===== config.mk =====
export PLATFORM = sky130hd
export DESIGN_NAME = dmem_arbiter
export DESIGN_NICKNAME = d
export VERILOG_FILES = /design/src/rtl/dmem_arbiter.sv
export SDC_FILE = /design/constraint.sdc
export NUM_CORES = 1
export LEC_CHECK = 0
export CELL_PAD_IN_SITES_DETAIL_PLACEMENT = 1
export CELL_PAD_IN_SITES_GLOBAL_PLACEMENT = 1
export CORE_AREA = 2 2 127 153
export CTS_BUF_LIST = sky130_fd_sc_hd__clkbuf_8
export CTS_CLUSTER_SIZE = 14
export DETAILED_ROUTE_END_ITERATION = 10
export DIE_AREA = 0 0 129 155
export PLACE_DENSITY_LB_ADDON = 0.1
export SLEW_MARGIN = 5
export SYNTH_ARGS = -nofsm -noshare
export SYNTH_HDL_FRONTEND = slang
export SYNTH_SLANG_ARGS = --single-unit

===== constraint.sdc =====
create_clock -name clk -period 3.6 [get_ports clk]
set_clock_uncertainty 0.15 [all_clocks]
set_input_delay 0.72 -clock clk [delete_from_list [all_inputs] [get_ports clk]]
set_output_delay 0.72 -clock clk [all_outputs]
set_load 0.02 [all_outputs]

===== src/rtl/dmem_arbiter.sv =====
// dmem_arbiter: shares the single-port data memory between the MEM stage (P)
// and a debug/loader port (D); P has priority, each access lasts LATENCY cycles.
// Ports: clk, rst (async, active-low); P side p_isLd/p_isSt/p_addr/p_wdata in,
//   p_stall/p_done/p_rdata out; D side d_req/d_we/d_addr/d_wdata in,
//   d_gnt/d_done/d_rdata out; memory side mem_isLd/mem_isSt/mem_address/
//   mem_data_in out, mem_data_out in.
// Option: DMEM_ARB_STARVE_GUARD_EN forces a D grant after MAX_WAIT lost
//   arbitrations.
module dmem_arbiter #(
   parameter int LATENCY  = 1,
   parameter int MAX_WAIT = 4
) (
   input  logic        clk,
   input  logic        rst,
   input  logic        p_isLd,
   input  logic        p_isSt,
   input  logic [31:0] p_addr,
   input  logic [31:0] p_wdata,
   output logic        p_stall,
   output logic        p_done,
   output logic [31:0] p_rdata,
   input  logic        d_req,
   input  logic        d_we,
   input  logic [31:0] d_addr,
   input  logic [31:0] d_wdata,
   output logic        d_gnt,
   output logic        d_done,
   output logic [31:0] d_rdata,
   output logic        mem_isLd,
   output logic        mem_isSt,
   output logic [31:0] mem_address,
   output logic [31:0] mem_data_in,
   input  logic [31:0] mem_data_out
);

   typedef enum logic [1:0] {IDLE, BUSY_P, BUSY_D} state_t;

   localparam int CW = (LATENCY > 1) ? $clog2(LATENCY) : 1;
   localparam logic [CW-1:0] CNT_INIT = CW'(LATENCY - 1);

   state_t        state_q;
   logic [CW-1:0] cnt_q;
   logic          ld_q, st_q;
   logic [31:0]   addr_q, wdata_q;
   logic [31:0]   p_rdata_q, d_rdata_q;
   logic          p_done_q, d_done_q;

   logic p_req, idle, last, force_d;
   logic gnt_p, gnt_d;

   assign p_req = p_isLd | p_isSt;
   assign idle  = (state_q == IDLE);
   assign last  = (cnt_q == '0);

   // rst gating keeps d_gnt low while reset is held
   assign gnt_d = rst & idle & d_req & (~p_req | force_d);
   assign gnt_p = rst & idle & p_req & ~gnt_d;

   assign mem_isLd    = ld_q;
   assign mem_isSt    = st_q;
   assign mem_address = addr_q;
   assign mem_data_in = wdata_q;

   assign p_done  = p_done_q;
   assign d_done  = d_done_q;
   assign d_gnt   = gnt_d;
   assign p_stall = p_req & ~p_done_q;

   // load data is visible already in the done cycle
   assign p_rdata = (p_done_q & ld_q) ? mem_data_out : p_rdata_q;
   assign d_rdata = (d_done_q & ld_q) ? mem_data_out : d_rdata_q;

   always_ff @(posedge clk or negedge rst) begin
      if (!rst) begin
         state_q   <= IDLE;
         cnt_q     <= '0;
         ld_q      <= 1'b0;
         st_q      <= 1'b0;
         addr_q    <= '0;
         wdata_q   <= '0;
         p_rdata_q <= '0;
         d_rdata_q <= '0;
         p_done_q  <= 1'b0;
         d_done_q  <= 1'b0;
      end else begin
         unique case (state_q)
            IDLE: begin
               if (gnt_p) begin
                  state_q  <= BUSY_P;
                  ld_q     <= p_isLd & ~p_isSt;
                  st_q     <= p_isSt;
                  addr_q   <= p_addr;
                  wdata_q  <= p_wdata;
                  cnt_q    <= CNT_INIT;
                  p_done_q <= (CNT_INIT == '0);
               end else if (gnt_d) begin
                  state_q  <= BUSY_D;
                  ld_q     <= ~d_we;
                  st_q     <= d_we;
                  addr_q   <= d_addr;
                  wdata_q  <= d_wdata;
                  cnt_q    <= CNT_INIT;
                  d_done_q <= (CNT_INIT == '0);
               end
            end
            BUSY_P, BUSY_D: begin
               if (last) begin
                  state_q  <= IDLE;
                  ld_q     <= 1'b0;
                  st_q     <= 1'b0;
                  addr_q   <= '0;
                  wdata_q  <= '0;
                  p_done_q <= 1'b0;
                  d_done_q <= 1'b0;
                  if (ld_q && state_q == BUSY_P)
                     p_rdata_q <= mem_data_out;
                  if (ld_q && state_q == BUSY_D)
                     d_rdata_q <= mem_data_out;
               end else begin
                  cnt_q    <= cnt_q - 1'b1;
                  p_done_q <= (state_q == BUSY_P) &&
                              (cnt_q == CW'(1));
                  d_done_q <= (state_q == BUSY_D) &&
                              (cnt_q == CW'(1));
               end
            end
            default: state_q <= IDLE;
         endcase
      end
   end

`ifdef DMEM_ARB_STARVE_GUARD_EN
   localparam int WW = (MAX_WAIT > 0) ? $clog2(MAX_WAIT + 1) : 1;

   logic [WW-1:0] wait_q;

   assign force_d = (wait_q == WW'(MAX_WAIT));

   always_ff @(posedge clk or negedge rst) begin
      if (!rst)
         wait_q <= '0;
      else if (gnt_d)
         wait_q <= '0;
      else if (gnt_p && d_req && !force_d)
         wait_q <= wait_q + 1'b1;
   end
`else
   // strict P priority: never forced
   assign force_d = (MAX_WAIT < 0);
`endif

endmodule


==> out/qor.txt, run 1 <==
run status: complete, no violations
total number of yosys warnings: 0
area share of and/or/nand/nor cells after synthesis: 4.84%
Root Driver: clkbuf_8
top cell types by occurrence after synthesis: dfrtp_1, mux2_2, nand2_1
deepest clock path buffer count: 2
DRC Markers: 0
die footprint: 20000 um^2
number of search-and-repair iterations in the first detailed-routing pass: 4
power per standard cell area: 876 nW/um^2
leakage power: 4.41 nW
post-place instance area: 9640 um^2
kind of launch point of the worst setup path: flip-flop
quantity of gates resized following cts: 0
met1 global-route usage: 21.5%
worst path bufs/invs: 2
ordered cell list for the critical path: nand2_2 > buf_12 > mux2_2 > clkdlybuf4s50_1
area growth from synthesis to layout: 58.1%
# H-tree levels: 4
proportion of synthesized chip area in sequential cells: 52.7%
drt first-iter violations: 153
detailed-route via count: 5242
RSZ-0062 raised after global routing: no
type of destination of the critical path: primary output
number of antenna violations at the first check in global routing: 0
die height: 155 um
core box area: 18600 um^2
layer with the highest usage after global routing: met2
TritonCTS buffer count: 17
XOR/XNOR Fraction of Synth Area: 0%
Reg clk slew, reported paths: 0.08 ns
post-synthesis adder-cell area fraction: 0.787%
number of synthesized flops with an enable pin: 0
via count of the first global-routing pass: 5848
number of max-cap violations: 0
wirelength, routed: 20.1 mm
biggest area consumer among synthesized cells: dfrtp_1
total track usage: 20.3%
insertion delay of the later-clocked pin in the worst-skew pair: 0.43 ns
Cell Count Post-Placement: 1051
Non-Filler Cell Area, Final: 10100 um^2
wire length of the first global-routing pass: 31.1 mm
Max Fclk: 0.302 GHz
share of final-layout standard cells stronger than drive strength 1: 21.1%
I/O Buffers: 299
slowest stage delay, CP: 0.54 ns
mean area per synthesized cell: 12.2 um^2
remaining max-slew budget at the tightest pin: 34.7%
Die W: 129 um
leading cell type by number of instances after synthesis: dfrtp_1
final slew viol count: 0
biggest fanout along the worst timing path: 17
worst slew pin tran: 0.978 ns
post-synthesis mux area share: 32.9%
number of synthesized register bits: 134
vias per std cell: 4.84
post-synthesis instance total: 521
effective utilization at floorplan: 34.1%
critical path class: flip-flop to primary output
count of endpoints failing hold in the final timing report: 0
number of post-CTS setup repair buffers: 0
min Tclk post-route: 3.31 ns
Worst setup startpoint: mem_isLd
post-route clock period utilization: 92.0%
Max IR drop VDD: 0.376 mV
Hold Path Origin: mem_data_in[2]
leading register cell type out of synthesis: dfrtp_1
Distinct cells, synth: 24
post-route antenna net violation count: 0
most area-consuming cells after synthesis: dfrtp_1, mux2_2, mux2i_1
routed wire length per instance: 18.6 um
met3 track utilization from global routing: 6.36%
leftover overflow at the end of global routing: 0
worst hold path class: flip-flop to flip-flop
Hold-fix buffers, CTS: 0
final setup fails: 0
complex-gate fraction of the synthesized area: 5.98%
endpoint arrival time on the critical path: 2.44 ns
final core utilization: 53.9%
Synthesized Nets: 691
netlist area before placement: 6360 um^2
Worst Path Required: 2.73 ns
fraction of registers with async set or reset after synthesis: 100%
detailed placement HPWL: 15.1 mm
Critical R2R Launch: state_q[0]
clk sink count: 134
Nets: 984
IO Pins: 300
final RePlAce weighted congestion: 0.773
clock tree from TritonCTS: done
n_diodes: 0
area fraction of the dominant cell type after synthesis: 52.7%
Final TNS setup: 0 ns
worst-path cell with the longest stage delay: clkdlybuf4s50_1
number of standard cells in the final layout excluding fillers: 1082
std cell rows: 55
maximum number of pins on one net before global-route repair: 71
met2 demand-to-capacity share in global routing: 36.6%
largest family of logic cells by synthesized area: multiplexers
CP top delay family: buffers and inverters
[kinds of logic after synthesis]
kind of cell | count (synthesis)
AOI/OAI and AO/OA | 73
adders and majority gates | 4
buffers and inverters | 38
DFF | 134
muxes | 193
and+or+nand+nor | 79
[layer usage]
| metal | wire (um) | part of all wire (%) |
|---|---|---|
| met4 | 669 | 3.3 |
| met5 | 0 | 0 |
| met2 | 10500 | 52 |
| met3 | 1480 | 7.3 |
| met1 | 7460 | 37 |
[stage by stage]
stage	hold WS [ns]	worst slack, ns	power (mW)
finish	0.333	0.287	8.81
global route	0.362	0.158	9.33
CTS	0.338	0.207	8.95
detailed placement	0.322	0.432	7.58
global placement	0.313	0.466	7.45
floorplan	0.274	1.30	5.23
[final timing paths]
path | depth (start not counted) | slack (ns) | to
worst max register to register | 4 | 1.05 | d_rdata_q[6]
max in group asynchronous | 3 | 1.51 | d_rdata_q[1]
min in group asynchronous | 2 | 0.37 | mem_data_in[8]
worst min register to register | 2 | 0.33 | mem_data_in[2]
worst max-delay path | 4 | 0.29 | p_rdata[17]
worst min-delay path | 2 | 0.33 | mem_data_in[2]
[final cells by class]
cell class                 count  area, um^2
clock buffer                  19         262
tap                          256         320
clock inverter                12         154
fill                        1961        8590
inverter                       4        15.0
timing repair buffer         308        3110
sequential                   134        3350
multi-input combinational    349        2840
[where the power goes]
group	internal, mW	total (mW)	switching, mW
Sequential	2.20	2.57	0.366
Combinational	2.49	4.92	2.42
Clock	0.717	1.32	0.601
[sequential cells by signal, indices dropped and copies added (netlist names)]
signal	count
state_q	2
d_done	1
mem_address	32
mem_isLd	1
p_rdata_q	32
p_done	1
d_rdata_q	32
mem_data_in	32
mem_isSt	1
[worst min-delay path: stages (launching register included)]
cell and delay (ns):
dfrtp_1 0.35, nand2_1 0.05, o21ai_0 0.06
[cells in the final DEF (no fill, tap or decap), types with 3 or more instances in the layout]
cell type and count:
buf_12 4, clkbuf_8 19, inv_1 4, dfrtp_1 134, clkinv_4 3, clkinvlp_4 3
clkinv_2 3, mux2_2 128, mux2i_1 65, nor2_1 3, buf_4 5, clkdlybuf4s50_1 298
nand2_1 68, bufinv_16 3, o21ai_0 16, ha_1 4, o21ai_1 50
Note: power is estimated with default switching activity, not from simulation.
==> run 2: changes to the inputs <==
--- a/config.mk
+++ b/config.mk
@@ -7,12 +7,14 @@
 export LEC_CHECK = 0
 export CELL_PAD_IN_SITES_DETAIL_PLACEMENT = 1
 export CELL_PAD_IN_SITES_GLOBAL_PLACEMENT = 1
-export CORE_AREA = 2 2 127 153
+export CORE_AREA = 4 4 129 155
 export CTS_BUF_LIST = sky130_fd_sc_hd__clkbuf_8
 export CTS_CLUSTER_SIZE = 14
 export DETAILED_ROUTE_END_ITERATION = 10
-export DIE_AREA = 0 0 129 155
+export DIE_AREA = 0 0 133 159
 export PLACE_DENSITY_LB_ADDON = 0.1
+export RECOVER_POWER = 25
+export SKIP_CTS_REPAIR_TIMING = 1
 export SLEW_MARGIN = 5
 export SYNTH_ARGS = -nofsm -noshare
 export SYNTH_HDL_FRONTEND = slang
==> run 2 against run 1 <==
Effect of this change:
- the run now ends with capacitance limit, slew limit left
- sequential cell count is the same
- total power decreased by 0.27%
- hold slack worse by 0.0076 ns
- final cell count barely moved
- via count is 0.46% lower
- first-iteration DRC count is 16% higher
- core utilization is 0.75 points higher
- worst setup slack lost 0.013 ns
- sequential share of layout area increased by 0.15 points
- design area decreased by 0.45%
- count of clock-buffer cells in the layout decreased by 1
- maximum frequency decreased by 0.39%
- largest cell class unchanged
==> out/qor.txt, run 2 (synthesized netlist as in run 1, its figures left out) <==
total track usage: 19.7% (was 20.3%)
final worst hold slack: 0.326 ns (was 0.333 ns)
slowest stage delay, CP: 0.61 ns (was 0.54 ns)
detailed-route via count: 5218 (was 5242)
leading cell type in the layout, fill and taps excluded: clkdlybuf4s50_1 (unchanged)
die height: 159 um (was 155 um)
Reg clk slew, reported paths: 0.07 ns (was 0.08 ns)
remaining max-slew budget at the tightest pin: -38.9% (was 34.7%)
worst slew pin tran: 2.08 ns (was 0.978 ns)
count of endpoints failing hold in the final timing report: 0 (unchanged)
Hold EP: mem_address[27] (was mem_data_in[2])
final setup fails: 0 (unchanged)
register-to-register path setup slack: 0.64 ns (was 1.05 ns)
clock tree from TritonCTS: done (unchanged)
IO Pins: 300 (unchanged)
met3 wire len: 1.38 mm (was 1.48 mm)
final worst slack: 0.274 ns (was 0.287 ns)
leftover overflow at the end of global routing: 0 (unchanged)
area growth from synthesis to layout: 57.4% (was 58.1%)
most used cells in the layout excluding fill and tap cells: clkdlybuf4s50_1, dfrtp_1, mux2_2, nand2_1, mux2i_1 (unchanged)
wire length of the first global-routing pass: 33.0 mm (was 31.1 mm)
detailed placement HPWL: 15.5 mm (was 15.1 mm)
RSZ-0062 raised after global routing: no (unchanged)
run status: complete, but fails checks (was complete, no violations)
worst hold path class: flip-flop to flip-flop (unchanged)
post-route clock period utilization: 92.4% (was 92.0%)
type of destination of the critical path: primary output (unchanged)
post-route antenna net violation count: 0 (unchanged)
number of search-and-repair iterations in the first detailed-routing pass: 4 (unchanged)
final core utilization: 54.7% (was 53.9%)
power per standard cell area: 877 nW/um^2 (was 876 nW/um^2)
maximum number of pins on one net before global-route repair: 71 (unchanged)
Hold Path Origin: mem_address[27] (was mem_data_in[2])
failing checks: capacitance limit, slew limit
wirelength, routed: 20.7 mm (was 20.1 mm)
Worst R2R Path Depth: 5 (was 4)
via count of the first global-routing pass: 6069 (was 5848)
WHS Path Cells: 2 (unchanged)
n_diodes: 0 (unchanged)
deepest clock path buffer count: 2 (unchanged)
number of max-cap violations: 1 (was 0)
effective utilization at floorplan: 34.7% (was 34.1%)
number of antenna violations at the first check in global routing: 0 (unchanged)
worst-path cell with the longest stage delay: clkdlybuf4s50_1 (unchanged)
Non-Filler Cell Area, Final: 10000 um^2 (was 10100 um^2)
vias per std cell: 4.83 (was 4.84)
top routing layer in use: met4 (unchanged)
post-route met1 wirelength: 7.82 mm (was 7.46 mm)
critical path class: primary input to primary output (was flip-flop to primary output)
total power of the final layout: 8.78 mW (was 8.81 mW)
biggest fanout along the worst timing path: 14 (was 17)
I/O Buffers: 299 (unchanged)
share of final-layout standard cells stronger than drive strength 1: 20.6% (was 21.1%)
capture point of the worst reg-to-reg path: p_rdata_q[21] (was d_rdata_q[6])
DP Worst Slack: 0.429 ns (was 0.432 ns)
post-place instance area: 9610 um^2 (was 9640 um^2)
core box area: 18300 um^2 (was 18600 um^2)
Max IR drop VDD: 0.335 mV (was 0.376 mV)
Die W: 133 um (was 129 um)
clk sink count: 134 (unchanged)
insertion delay of the later-clocked pin in the worst-skew pair: 0.43 ns (about the same)
TritonCTS buffer count: 17 (unchanged)
Critical R2R Launch: state_q[1] (was state_q[0])
min Tclk post-route: 3.33 ns (was 3.31 ns)
number of standard cells in the final layout excluding fillers: 1081 (was 1082)
die footprint: 21100 um^2 (was 20000 um^2)
met2 wire length: 10.9 mm (was 10.5 mm)
ordered cell list for the critical path: dlygate4sd3_1 > buf_6 > nand4_1 > inv_1 > clkdlybuf4s50_1 (was nand2_2 > buf_12 > mux2_2 > clkdlybuf4s50_1)
endpoint arrival time on the critical path: 2.46 ns (was 2.44 ns)
Worst Path Required: 2.73 ns (about the same)
Final TNS setup: 0 ns (unchanged)
Cell Count Post-Placement: 1048 (was 1051)
final RePlAce weighted congestion: 0.768 (was 0.773)
drt first-iter violations: 178 (was 153)
final slew viol count: 33 (was 0)
std cell rows: 54 (was 55)
Nets: 986 (was 984)
routed wire length per instance: 19.1 um (was 18.6 um)
kind of launch point of the worst setup path: primary input (was flip-flop)
Max Fclk: 0.301 GHz (was 0.302 GHz)
DRC Markers: 0 (unchanged)
# H-tree levels: 4 (unchanged)
Root Driver: clkbuf_8 (unchanged)
leakage power: 4.40 nW (was 4.41 nW)
run 2: cell count changes in the layout (fill, tap and decap cells not counted), sizes merged:
cell | before | now
clkbuf | 19 | 21
dlygate4sd3 | 0 | 1
buf | 10 | 8
inv | 4 | 6
run 2: worst max-delay path: cells and delay by family:
kind	cells	cell delay (ns)
buffers and inverters	4	1.49
and+or+nand+nor	1	0.23
run 2: metal layers:
metal,track usage (%),vias up
li1,-,2438
met1,21.9,2565
met2,35.2,182
met3,6.04,33
met4,7.37,0
met5,0,-
run 2: power breakdown:
group          internal [mW]  total (mW)  switching (mW)  leakage [nW]
logic                   2.48        4.93            2.45          2.55
registers               2.21        2.57           0.362          1.64
clock network          0.697        1.29           0.591         0.207
total                   5.38        8.78            3.40          4.40
run 2: worst max-delay path by stage:
stage                   from          end
floorplan           mem_isLd  d_rdata[10]
global placement      p_isLd        d_gnt
CTS                 mem_isLd  d_rdata[10]
finish                   rst        d_gnt
detailed placement    p_isLd        d_gnt
global route             rst        d_gnt
run 2: area by class of cell:
type                       count  area [um^2]
fill                        1959         8300
sequential                   134         3350
timing repair buffer         310         3080
multi-input combinational    349         2840
tap                          252          315
clock buffer                  18          248
clock inverter                14          161
inverter                       4         15.0
